File: config.mk
export PLATFORM = sky130hd
export DESIGN_NAME = aes_round_sched
export DESIGN_NICKNAME = d
export VERILOG_FILES = /design/src/rtl/aes_pkg.sv /design/src/rtl/rr_arb4.sv /design/src/rtl/aes_round_sched.sv
export SDC_FILE = /design/constraint.sdc
export NUM_CORES = 1
export LEC_CHECK = 0
export CAP_MARGIN = 20
export CORE_MARGIN = 2
export CORE_UTILIZATION = 50
export CTS_CLUSTER_SIZE = 30
export DETAILED_ROUTE_END_ITERATION = 8
export GPL_TIMING_DRIVEN = 0
export PLACE_DENSITY = 0.81
export RECOVER_POWER = 25
export SYNTH_ARGS = -nofsm -noshare
export SYNTH_HDL_FRONTEND = slang
export SYNTH_SLANG_ARGS = --single-unit
File: constraint.sdc
create_clock -name clk -period 3.76 [get_ports clk]
set_clock_uncertainty 0.2 [all_clocks]
set_input_delay 0.564 -clock clk [delete_from_list [all_inputs] [get_ports clk]]
set_output_delay 0.564 -clock clk [all_outputs]
set_load 0.05 [all_outputs]
File: src/rtl/aes_pkg.sv
// rtl/aes_pkg.sv - shared constants and types for the AES-128 round scheduler
package aes_pkg;

  localparam int NUM_CTX           = 4;
  localparam int NUM_ROUNDS_AES128 = 10;

  typedef enum logic [1:0] {
    CTX_IDLE     = 2'd0,
    CTX_READY    = 2'd1,
    CTX_INFLIGHT = 2'd2,
    CTX_DONE     = 2'd3
  } ctx_state_t;

  // Debug readback word layout
  localparam int DBG_RDCNT_LSB = 0;
  localparam int DBG_LGNT_LSB  = 8;
  localparam int DBG_ERR_LSB   = 12;
  localparam int DBG_ISSUE_LSB = 16;

endpackage

File: src/rtl/rr_arb4.sv
// rtl/rr_arb4.sv - 4-way round-robin arbiter, combinational; search begins one past last_i
module rr_arb4 (
  input  logic [3:0] req_i,
  input  logic [1:0] last_i,
  output logic [3:0] gnt_o,
  output logic [1:0] gnt_idx_o,
  output logic       gnt_vld_o
);

  logic [1:0] cand;

  always_comb begin
    gnt_o     = '0;
    gnt_idx_o = '0;
    gnt_vld_o = 1'b0;
    cand      = '0;
    for (int k = 1; k <= 4; k++) begin
      cand = last_i + 2'(k);
      if (!gnt_vld_o && req_i[cand]) begin
        gnt_vld_o   = 1'b1;
        gnt_idx_o   = cand;
        gnt_o[cand] = 1'b1;
      end
    end
  end

endmodule

File: src/rtl/aes_round_sched.sv
// rtl/aes_round_sched.sv - round scheduler for four AES-128 contexts sharing one round datapath
// AES_SCHED_DEBUG_EN builds the CPU debug readback register; otherwise cpu_rd_data is 0.
module aes_round_sched
  import aes_pkg::*;
#(
  parameter int NUM_ROUNDS     = NUM_ROUNDS_AES128,
  parameter int PIPE_LAT       = 4,
  parameter int CPU_DATA_WIDTH = 32
) (
  input  logic                      clk,
  input  logic                      reset,
  input  logic [3:0]                slot_start,
  input  logic [3:0]                slot_ack,
  output logic [3:0]                slot_busy,
  output logic [3:0]                slot_done,
  output logic                      dp_issue_vld,
  output logic [1:0]                dp_pntr_num,
  output logic [3:0]                dp_round,
  output logic                      dp_final_round,
  input  logic                      dp_ret_vld,
  input  logic [1:0]                dp_ret_pntr,
  input  logic                      cpu_rd,
  output logic [CPU_DATA_WIDTH-1:0] cpu_rd_data,
  output logic                      err_sticky
);

  localparam logic [3:0] LAST_ROUND = 4'(NUM_ROUNDS);
  // Datapath latency is documentation only; scheduling is driven purely by returns.
  localparam int unused_pipe_lat = PIPE_LAT;

  ctx_state_t st_q    [NUM_CTX];
  ctx_state_t st_d    [NUM_CTX];
  logic [3:0] round_q [NUM_CTX];
  logic [3:0] round_d [NUM_CTX];
  logic [1:0] last_grant_q;
  logic       issue_vld_q;
  logic [1:0] issue_pntr_q;
  logic [3:0] issue_round_q;
  logic       issue_final_q;
  logic       err_q;

  logic [3:0] req;
  logic [3:0] gnt;
  logic [1:0] gnt_idx;
  logic       gnt_vld;
  logic       bad_start;
  logic       stray_ret;

  always_comb begin
    req       = '0;
    slot_busy = '0;
    slot_done = '0;
    for (int i = 0; i < NUM_CTX; i++) begin
      req[i]       = (st_q[i] == CTX_READY);
      slot_busy[i] = (st_q[i] != CTX_IDLE);
      slot_done[i] = (st_q[i] == CTX_DONE);
    end
  end

  rr_arb4 u_arb (
    .req_i     (req),
    .last_i    (last_grant_q),
    .gnt_o     (gnt),
    .gnt_idx_o (gnt_idx),
    .gnt_vld_o (gnt_vld)
  );

  always_comb begin
    bad_start = 1'b0;
    stray_ret = 1'b0;
    for (int i = 0; i < NUM_CTX; i++) begin
      st_d[i]    = st_q[i];
      round_d[i] = round_q[i];
      case (st_q[i])
        CTX_IDLE: if (slot_start[i]) begin
          st_d[i]    = CTX_READY;
          round_d[i] = 4'd1;
        end
        CTX_READY: if (gnt[i]) st_d[i] = CTX_INFLIGHT;
        CTX_DONE:  if (slot_ack[i]) st_d[i] = CTX_IDLE;
        default: ;
      endcase
      if (slot_start[i] && (st_q[i] != CTX_IDLE)) bad_start = 1'b1;
      // A return only counts against an in-flight context; anything else is a protocol error.
      if (dp_ret_vld && (dp_ret_pntr == 2'(i))) begin
        if (st_q[i] == CTX_INFLIGHT) begin
          if (round_q[i] == LAST_ROUND) begin
            st_d[i] = CTX_DONE;
          end else begin
            st_d[i]    = CTX_READY;
            round_d[i] = round_q[i] + 4'd1;
          end
        end else begin
          stray_ret = 1'b1;
        end
      end
    end
  end

  always_ff @(posedge clk or negedge reset) begin
    if (!reset) begin
      for (int i = 0; i < NUM_CTX; i++) begin
        st_q[i]    <= CTX_IDLE;
        round_q[i] <= '0;
      end
      last_grant_q  <= 2'd3;
      issue_vld_q   <= 1'b0;
      issue_pntr_q  <= '0;
      issue_round_q <= '0;
      issue_final_q <= 1'b0;
      err_q         <= 1'b0;
    end else begin
      for (int i = 0; i < NUM_CTX; i++) begin
        st_q[i]    <= st_d[i];
        round_q[i] <= round_d[i];
      end
      if (gnt_vld) last_grant_q <= gnt_idx;
      issue_vld_q   <= gnt_vld;
      issue_pntr_q  <= gnt_vld ? gnt_idx : 2'd0;
      issue_round_q <= gnt_vld ? round_q[gnt_idx] : 4'd0;
      issue_final_q <= gnt_vld && (round_q[gnt_idx] == LAST_ROUND);
      err_q         <= err_q | bad_start | stray_ret;
    end
  end

  assign dp_issue_vld   = issue_vld_q;
  assign dp_pntr_num    = issue_pntr_q;
  assign dp_round       = issue_round_q;
  assign dp_final_round = issue_final_q;
  assign err_sticky     = err_q;

`ifdef AES_SCHED_DEBUG_EN
  logic [7:0]                rd_ret_cnt_q;
  logic [15:0]               issue_cnt_q;
  logic                      stray_q;
  logic                      bad_start_q;
  logic [CPU_DATA_WIDTH-1:0] rd_data_q;
  logic [31:0]               dbg_word;

  always_comb begin
    dbg_word                       = '0;
    dbg_word[DBG_RDCNT_LSB +: 8]   = rd_ret_cnt_q;
    dbg_word[DBG_LGNT_LSB +: 4]    = 4'b0001 << last_grant_q;
    dbg_word[DBG_ERR_LSB +: 4]     = {stray_q, bad_start_q, 2'b00};
    dbg_word[DBG_ISSUE_LSB +: 16]  = issue_cnt_q;
  end

  always_ff @(posedge clk or negedge reset) begin
    if (!reset) begin
      rd_ret_cnt_q <= '0;
      issue_cnt_q  <= '0;
      stray_q      <= 1'b0;
      bad_start_q  <= 1'b0;
      rd_data_q    <= '0;
    end else begin
      if (cpu_rd && dp_ret_vld && (rd_ret_cnt_q != 8'hFF)) rd_ret_cnt_q <= rd_ret_cnt_q + 8'd1;
      if (issue_vld_q) issue_cnt_q <= issue_cnt_q + 16'd1;
      stray_q     <= stray_q | stray_ret;
      bad_start_q <= bad_start_q | bad_start;
      if (cpu_rd) rd_data_q <= CPU_DATA_WIDTH'(dbg_word);
    end
  end

  assign cpu_rd_data = rd_data_q;
`else
  logic unused_cpu_rd;
  assign unused_cpu_rd = cpu_rd;
  assign cpu_rd_data   = '0;
`endif

endmodule

==> impl_metrics.py, run 1 <==
metrics = {
    "status": {
        "status": "finished with violations",
        "violations": "capacitance limit, slew limit",
    },
    "final_layout": {
        "final_common_cell": "buf_4",
        "final_cell_mix": "34 x buf_4, 33 x dfrtp_1, 32 x conb_1",
        "fill_cells": 444,
        "diodes": 0,
        "fin_cells": 433,
        "drive_gt1_frac": 0.160,
        "nNetsFinal": 391,
        "areaGrowthSynthToFinish_pct": 22.3,
    },
    "sta": {
        "maxSlewViolCount": 36,
        "timing.final.crit_share": 0.903,
        "slew_headroom": -0.251,
        "rsz0062_at_grt": "no",
        "layout_min_cycle_time_ns": 3.39,
        "fmax_ghz": 0.295,
        "tns_ns": 0,
        "hold_viol_final": 0,
        "setup_viol": 0,
        "worst_pin_slew_ns": 1.88,
    },
    "yosys": {
        "synthCells": 295,
        "avgSynthCellArea_um2": 8.72,
        "synthArstFlopShare": 1.00,
        "synth_edf_count": 0,
        "synth_top_family_by_area": "simple AND/OR/NAND/NOR gates",
        "synth-seq-cells": 35,
        "yosys_warnings": 0,
        "synth_fa_ha_area_frac": 0.0729,
        "synthSimpleGateAreaFrac": 0.208,
        "synth_mux_area_frac": 0.0501,
        "synthXorXnorAreaFrac": 0.00340,
        "syn-cell-area_mm2": 0.00257,
        "yosysSeqAreaShare": 0.341,
        "yosys_most_used_dff": "dfrtp_1",
        "synth-compound-area-share": 0.182,
        "netlist-cell-type-count": 57,
    },
    "placement": {
        "hpwlAfterDp_um": 4330,
        "placed_cells_incl_taps": 425,
        "io_buffers": 29,
        "gp_congestion": 0.951,
    },
    "worst_setup_path": {
        "cp_max_fo": 9,
        "crit_path_start": "last_grant_q[1]",
        "reg2reg_from": "last_grant_q[1]",
        "r2r_cells": 9,
        "crit_type": "flop to flop",
        "arrival_ns": 3.40,
        "required_ns": 3.76,
        "cp-end-kind": "flop",
        "startpoint_type": "flop",
    },
    "global_route": {
        "grtUsageTotal": 0.217,
        "grt_pass1_wl_um": 9360,
        "globalRouteMet2Util": 0.330,
        "met3_usage": 0.0450,
        "grt_pass1_vias": 2050,
        "global_route.usage.met1": 0.295,
        "gr-max-usage-layer": "met2",
        "grt_overflow": 0,
        "antenna_found_initial": 0,
        "grt_max_degree": 36,
    },
    "die": {
        "die_h_um": 75.7,
        "die_area_mm2": 0.00574,
        "fp-row-count": 26,
        "chipWidth_um": 75.7,
        "io_pins": 63,
        "initial_core_util": 0.510,
        "core_mm2": 0.00504,
    },
    "power_and_ir_drop": {
        "power.switching_mw": 1.29,
        "p_sw_frac": 0.496,
        "clockPowerShare": 0.104,
        "share_comb_of_total_power": 0.658,
        "power.density_mw_per_mm2": 826,
        "seqPwrFrac": 0.238,
        "ir_worst_vdd_mv": 0.454,
        "p_leak_nw": 1.49,
        "intPower_mw": 1.31,
    },
    "routing": {
        "vias": 2246,
        "drt_drc_violations_left": 0,
        "dr.pass1.iters": 5,
        "drtAntennaViolNets": 0,
        "avgViaCountPerCell": 5.19,
        "wirelength_um": 5620,
        "drt-initial-drc-count": 238,
        "wire_per_inst_um": 13.0,
    },
    "clock_network": {
        "insertion_delay_ns": 0.30,
        "cts_root_buf": "clkbuf_8",
        "cts.sinks": 35,
        "cts_tree": "built",
        "hold_buffers": 0,
        "htree_num_levels": 2,
        "post_cts.repair.setup_buffers": 0,
        "clock_path_buffers": 2,
        "cts_buffers": 5,
        "clk_pin_slew_worst_paths_ns": 0.08,
        "cts_resized": 0,
    },
    "worst_hold_path": {
        "hold_path.class": "flop to flop",
        "whs_path_depth": 1,
        "hold_start": "round_q[7]",
    },
    "flow_run": {
        "maxCapViolCount": 1,
    },
}
routing by layer:
layer  up-vias  part of all wire
li1       1114                 -
met2        75              0.48
met3        12             0.055
met5         -                 0
met4         0             0.020
met1      1045              0.45
path summary, 6_finish.rpt:
| kind | endpoint | slack (ns) |
|---|---|---|
| min in group asynchronous | st_q[0] | 0.58 |
| worst min register to register | round_q[7] | 0.31 |
| max in group asynchronous | round_q[12] | 1.69 |
| worst min-delay path | round_q[7] | 0.31 |
| worst max-delay path | dp_final_round | 0.37 |
| worst max register to register | dp_final_round | 0.37 |
power by group through the flow:
stage / clock network [mW] / logic [mW] / registers [mW]
6_report: 0.269 / 1.71 / 0.619
5_1_grt: 0.288 / 1.87 / 0.636
4_1_cts: 0.274 / 1.70 / 0.616
3_5_place_dp: 0 / 1.69 / 0.622
3_3_place_gp: 0 / 1.65 / 0.614
2_1_floorplan: 0 / 1.25 / 0.669
registers in the layout (all words and copies together) (netlist names):
signal / cells
last_grant_q: 2
dp_pntr_num: 2
dp_round: 4
dp_issue_vld: 1
err_sticky: 1
dp_final_round: 1
st_q: 8
round_q: 16
layout make-up:
cell class	count	area, um2	area share
Clock inverter	2	12.5	0.00398
Multi-Input combinational cell	233	1450	0.460
Buffer	41	299	0.0950
Timing Repair Buffer	29	284	0.0903
Sequential cell	35	878	0.279
Tap cell	70	87.6	0.0278
Clock buffer	6	72.6	0.0231
Inverter	17	63.8	0.0203
cell families after synthesis:
family                     after synthesis
and+or+nand+nor                        107
other                                    1
AOI/OAI and AO/OA                       69
muxes                                    9
DFF                                     35
adders and majority gates               15
buffers and inverters                   58
xor gates and xnor gates                 1
synthesized netlist by cell type, types with 4 or more instances:
cell type	count	area share
dfrtp_1	33	0.32
o211ai_1	4	0.012
o21ai_0	25	0.049
buf_4	34	0.099
nand3_1	18	0.035
and3_1	5	0.012
ha_1	15	0.073
nor3_1	4	0.0078
a21oi_1	7	0.014
a222oi_1	4	0.016
inv_1	17	0.025
nand2_1	27	0.039
nand2b_1	7	0.017
and2_1	5	0.012
nor2_1	24	0.035
mux2i_1	5	0.019
o22ai_1	4	0.0097
worst max-delay path, stage by stage, from the launching register on:
cell and delay (ns):
dfstp_2 0.63, inv_1 0.18, ha_1 0.41, mux4_2 0.40, or2_0 0.26, a32o_1 0.24
buf_6 0.14, mux4_2 0.42, a21o_1 0.16, nor4bb_1 0.26
stage by stage:
step	utilization	cell area [um2]	hold WS, ns	setup WS, ns	power [mW]
after floorplan	-	2690	0.0684	0.659	1.92
after global placement	0.608	3070	0.307	0.358	2.27
after detailed placement	0.607	3060	0.290	0.404	2.31
after CTS	0.624	3150	0.182	0.392	2.59
after global routing	0.624	3150	0.357	0.170	2.79
final	0.624	3150	0.313	0.366	2.60
No activity file was read; power rests on OpenSTA's default activity.
==> run 2, diff against run 1 <==
--- a/config.mk
+++ b/config.mk
@@ -11,6 +11,7 @@
 export CTS_CLUSTER_SIZE = 30
 export DETAILED_ROUTE_END_ITERATION = 8
 export GPL_TIMING_DRIVEN = 0
+export MAX_ROUTING_LAYER = met4
 export PLACE_DENSITY = 0.81
 export RECOVER_POWER = 25
 export SYNTH_ARGS = -nofsm -noshare
==> run 2 against run 1 <==
Effect of this change:
- final area unchanged
- the flow still finishes with violations (capacitance limit, slew limit)
- utilization unchanged
- sequential cell count unchanged
- critical path type unchanged
- critical path depth unchanged
- non-clock buffer count unchanged
- largest power group unchanged
- first-iteration DRC count decreased by 21%
==> impl_metrics.py, run 2 (synthesis results as in run 1) <==
metrics = {
    "worst_setup_path": {
        "cp-end-kind": "flop",
        "required_ns": 3.76,
        "cp_max_fo": 9,
        "crit_type": "flop to flop",
        "arrival_ns": 3.39,
        "startpoint_type": "flop",
    },
    "die": {
        "fp-row-count": 26,
        "initial_core_util": 0.510,
        "die_area_mm2": 0.00574,
        "io_pins": 63,
        "core_mm2": 0.00504,
        "chipWidth_um": 75.7,
        "die_h_um": 75.7,
    },
    "clock_network": {
        "hold_buffers": 0,
        "post_cts.repair.setup_buffers": 0,
        "cts_tree": "built",
        "htree_num_levels": 2,
        "clk_pin_slew_worst_paths_ns": 0.08,
        "insertion_delay_ns": 0.30,
        "cts_resized": 0,
        "clock_path_buffers": 2,
        "cts_root_buf": "clkbuf_8",
        "cts.sinks": 35,
        "cts_buffers": 5,
    },
    "routing": {
        "avgViaCountPerCell": 5.24,
        "wl_met1_um": 2560,
        "dr.pass1.iters": 6,
        "drt-initial-drc-count": 187,
        "vias": 2269,
        "wire_per_inst_um": 13.0,
        "wl_met3_um": 307,
        "highest_layer": "met4",
        "drtAntennaViolNets": 0,
        "dr_wl_met2_um": 2640,
        "drt_drc_violations_left": 0,
        "wirelength_um": 5640,
    },
    "global_route": {
        "grt_overflow": 0,
        "grt_max_degree": 36,
        "grtUsageTotal": 0.223,
        "grt_pass1_wl_um": 9340,
        "antenna_found_initial": 0,
        "grt_pass1_vias": 2051,
    },
    "final_layout": {
        "multiInputGateArea_mm2": 0.00145,
        "largest_register_ffs": 16,
        "nNetsFinal": 391,
        "areaGrowthSynthToFinish_pct": 22.3,
        "drive_gt1_frac": 0.160,
        "final_cell_mix": "34 x buf_4, 33 x dfrtp_1, 32 x conb_1",
        "seqCellArea_um2": 878,
        "regMostFlops": "round_q",
        "final_common_cell": "buf_4",
        "fill_cells": 444,
        "diodes": 0,
    },
    "sta": {
        "layout_setup_ws_ns": 0.366,
        "rsz0062_at_grt": "no",
        "hold_viol_final": 0,
        "setup_viol": 0,
        "worst_pin_slew_ns": 1.97,
        "timing.final.crit_share": 0.903,
        "layout_min_cycle_time_ns": 3.39,
        "slew_headroom": -0.311,
        "fmax_ghz": 0.295,
        "tns_ns": 0,
        "maxSlewViolCount": 36,
    },
    "placement": {
        "place_ws_ns": 0.404,
        "io_buffers": 29,
        "hpwlAfterDp_um": 4330,
        "gp_congestion": 0.968,
    },
    "power_and_ir_drop": {
        "power.density_mw_per_mm2": 825,
        "ir_worst_vdd_mv": 0.453,
        "p_leak_nw": 1.49,
        "finalPower_mw": 2.60,
    },
    "status": {
        "violations": "capacitance limit, slew limit",
        "status": "finished with violations",
    },
    "flow_run": {
        "maxCapViolCount": 1,
    },
    "worst_hold_path": {
        "hold_path.class": "flop to flop",
    },
}
## run 2: layout make-up
type,instances,area share
clock inverter,2,0.00398
clock buffer,6,0.0231
sequential,35,0.279
buffer,41,0.0950
multi-input combinational,233,0.460
tap,70,0.0278
inverter,17,0.0203
timing repair buffer,29,0.0903
## run 2: metrics by stage
stage / utilization / cell area, um2 / hold WS, ns / instances
floorplan: - / 2690 / 0.0684 / 326
CTS: 0.624 / 3150 / 0.182 / 433
global route: 0.624 / 3150 / 0.357 / 433
global placement: 0.608 / 3070 / 0.307 / 425
detailed placement: 0.607 / 3060 / 0.290 / 425
finish: 0.624 / 3150 / 0.313 / 433
## run 2: final timing paths
path	depth (start not counted)	slack, ns	end	start
hold reg to reg	1	0.31	round_q[7]	round_q[7]
min in group asynchronous	1	0.62	round_q[7]	reset
setup reg to reg	9	0.37	dp_final_round	last_grant_q[1]
setup / recovery	9	0.37	dp_final_round	last_grant_q[1]
hold / removal	1	0.31	round_q[7]	round_q[7]
max in group asynchronous	1	1.61	round_q[12]	reset
## run 2: where the power goes
group          total, mW  switching [mW]  internal, mW
Sequential         0.618           0.117         0.501
Combinational       1.71            1.03         0.681
Clock              0.268           0.139         0.129
Total               2.60            1.28          1.31
## run 2: critical path, stage by stage, from the launching register on
cell and delay (ns):
dfstp_2 0.63, inv_1 0.18, ha_1 0.41, mux4_2 0.40, or2_0 0.26, a32o_1 0.24, buf_6 0.14, mux4_2 0.42
a21o_1 0.16, nor4bb_1 0.26
## run 2: per-layer routing
layer,vias up,global-route usage
met4,0,0.101
li1,1116,-
met1,1059,0.295
met3,15,0.0450
met5,-,-
met2,79,0.330
==> run 3, diff against run 2 <==
--- a/config.mk
+++ b/config.mk
@@ -6,13 +6,13 @@
 export NUM_CORES = 1
 export LEC_CHECK = 0
 export CAP_MARGIN = 20
-export CORE_MARGIN = 2
-export CORE_UTILIZATION = 50
+export CORE_MARGIN = 8
+export CORE_UTILIZATION = 39
 export CTS_CLUSTER_SIZE = 30
 export DETAILED_ROUTE_END_ITERATION = 8
 export GPL_TIMING_DRIVEN = 0
 export MAX_ROUTING_LAYER = met4
-export PLACE_DENSITY = 0.81
+export PLACE_DENSITY = 0.65
 export RECOVER_POWER = 25
 export SYNTH_ARGS = -nofsm -noshare
 export SYNTH_HDL_FRONTEND = slang
==> constraint.sdc (replaced) <==
create_clock -name clk -period 4 [get_ports clk]
set_clock_uncertainty 0.2 [all_clocks]
set_input_delay 0.6 -clock clk [delete_from_list [all_inputs] [get_ports clk]]
set_output_delay 0.6 -clock clk [all_outputs]
set_load 0.05 [all_outputs]
==> run 3 against run 2 <==
Effect of this change:
- critical path depth down 1
- power down 6.5%
- sequential cell count is the same
- count of clock-buffer cells in the layout up 1
- worst hold slack improved by 0.0084 ns
- via count decreased by 3.5%
- first-iteration DRC count decreased by 40%
- global-route usage fell by 8.7 points
- wire length rose by 9.2%
- register-to-register slack gained 0.24 ns
- the run still ends with capacitance limit, slew limit left
- critical path type unchanged
==> impl_metrics.py, run 3 (synthesis results as in run 1) <==
metrics = {
    "die": {
        "die_area_mm2": 0.00945,
        "initial_core_util": 0.405,
        "io_pins": 63,
        "chipWidth_um": 97.2,
        "fp-row-count": 29,
        "core_mm2": 0.00635,
        "die_h_um": 97.2,
    },
    "sta": {
        "rsz0062_at_grt": "no",
        "tns_ns": 0,
        "hold_viol_final": 0,
        "slew_headroom": -0.236,
        "timing.final.crit_share": 0.849,
        "layout_min_cycle_time_ns": 3.39,
        "setup_viol": 0,
        "worst_pin_slew_ns": 1.85,
        "maxSlewViolCount": 36,
        "fmax_ghz": 0.295,
    },
    "worst_setup_path": {
        "worstPathCellList": "clkbuf_1 -> mux4_2 -> or2_0 -> a32o_1 -> buf_6 -> mux4_2 -> a21o_1 -> nor4bb_1",
        "crit_path_end": "dp_final_round",
        "cpMaxStageDelayCell": "mux4_2",
        "critPathBufInv": 2,
        "startpoint_type": "flop",
        "crit_path_start": "last_grant_q[0]",
        "crit_type": "flop to flop",
        "timing.rr.end": "dp_final_round",
        "arrival_ns": 3.37,
        "reg2reg_setup_slack_ns": 0.61,
        "reg2reg_from": "last_grant_q[0]",
        "r2r_cells": 8,
        "cp-end-kind": "flop",
        "critPathMaxStageDelay_ns": 0.62,
        "cp_common_cell": "mux4_2",
        "crit_family": "multiplexers",
        "cp.depth": 8,
        "required_ns": 3.98,
        "cp_max_fo": 10,
    },
    "final_layout": {
        "largest_register_ffs": 16,
        "diodes": 0,
        "seqCellArea_um2": 878,
        "nNetsFinal": 391,
        "final_cell_mix": "34 x buf_4, 33 x dfrtp_1, 32 x conb_1",
        "areaGrowthSynthToFinish_pct": 22.5,
        "fill_cells": 611,
        "final_common_cell": "buf_4",
        "multiInputGateArea_mm2": 0.00145,
        "regMostFlops": "round_q",
        "drive_gt1_frac": 0.157,
    },
    "clock_network": {
        "clock_path_buffers": 2,
        "cts_root_buf": "clkbuf_8",
        "hold_buffers": 0,
        "clk_pin_slew_worst_paths_ns": 0.07,
        "cts_tree": "built",
        "insertion_delay_ns": 0.29,
        "cts_buffers": 5,
        "cts_resized": 0,
        "htree_num_levels": 2,
        "cts.sinks": 35,
        "post_cts.repair.setup_buffers": 0,
    },
    "placement": {
        "io_buffers": 29,
        "hpwlAfterDp_um": 4930,
        "gp_congestion": 0.848,
    },
    "flow_run": {
        "maxCapViolCount": 1,
    },
    "power_and_ir_drop": {
        "intPower_mw": 1.23,
        "power.density_mw_per_mm2": 770,
        "share_comb_of_total_power": 0.659,
        "p_leak_nw": 1.49,
        "clockPowerShare": 0.100,
        "ir_worst_vdd_mv": 0.417,
        "power.switching_mw": 1.19,
        "finalPower_mw": 2.43,
        "p_sw_frac": 0.492,
        "seqPwrFrac": 0.240,
    },
    "routing": {
        "drtAntennaViolNets": 0,
        "wire_per_inst_um": 14.0,
        "vias": 2190,
        "drt_drc_violations_left": 0,
        "wirelength_um": 6150,
        "avgViaCountPerCell": 4.98,
        "drt-initial-drc-count": 112,
        "dr.pass1.iters": 5,
    },
    "global_route": {
        "grt_pass1_vias": 2112,
        "grt_max_degree": 36,
        "grtUsageTotal": 0.136,
        "grt_pass1_wl_um": 10400,
        "grt_overflow": 0,
        "antenna_found_initial": 0,
    },
    "status": {
        "status": "finished with violations",
        "violations": "capacitance limit, slew limit",
    },
    "worst_hold_path": {
        "hold_path.class": "flop to flop",
    },
}
run 3: cell count changes in the layout (fill, tap and decap cells not counted):
cell        delta
clkbuf_1       +1
clkinvlp_4     -1
run 3: worst min-delay path by stage:
stage	startpoint	to	slack, ns	depth (start not counted)
after floorplan	reset	dp_final_round	0.10	0
after global placement	err_sticky	err_sticky	0.31	2
after detailed placement	err_sticky	err_sticky	0.31	2
after CTS	reset	st_q[6]	0.22	1
after global routing	err_sticky	err_sticky	0.35	2
final	round_q[7]	round_q[7]	0.32	1
run 3: stage by stage:
stage / cell area (um2) / std cells / hold WS (ns) / util / setup slack (ns)
2_1_floorplan: 2690 / 326 / 0.104 / - / 0.899
3_3_place_gp: 3080 / 432 / 0.307 / 0.485 / 0.631
3_5_place_dp: 3070 / 432 / 0.314 / 0.484 / 0.602
4_1_cts: 3150 / 440 / 0.218 / 0.497 / 0.582
5_1_grt: 3150 / 440 / 0.352 / 0.496 / 0.396
6_report: 3150 / 440 / 0.321 / 0.496 / 0.606
run 3: power groups by stage:
stage	combinational, mW	sequential (mW)	clock (mW)
after floorplan	1.17	0.629	0
after global placement	1.58	0.584	0
after detailed placement	1.60	0.590	0
after CTS	1.60	0.583	0.255
after global routing	1.76	0.600	0.267
final	1.60	0.583	0.244
run 3: final cells by class:
class,instances,area share
Clock inverter,1,0.00159
Multi-Input combinational cell,233,0.460
Buffer,41,0.0949
Inverter,17,0.0202
Clock buffer,7,0.0242
Sequential cell,35,0.279
Timing Repair Buffer,29,0.0901
Tap cell,77,0.0306
run 3: routing by layer:
metal	global-route usage	wire length, um	part of all wire
met4	0.0478	83	0.013
met1	0.159	2720	0.44
met2	0.223	2970	0.48
met5	-	0	0
met3	0.0334	374	0.061
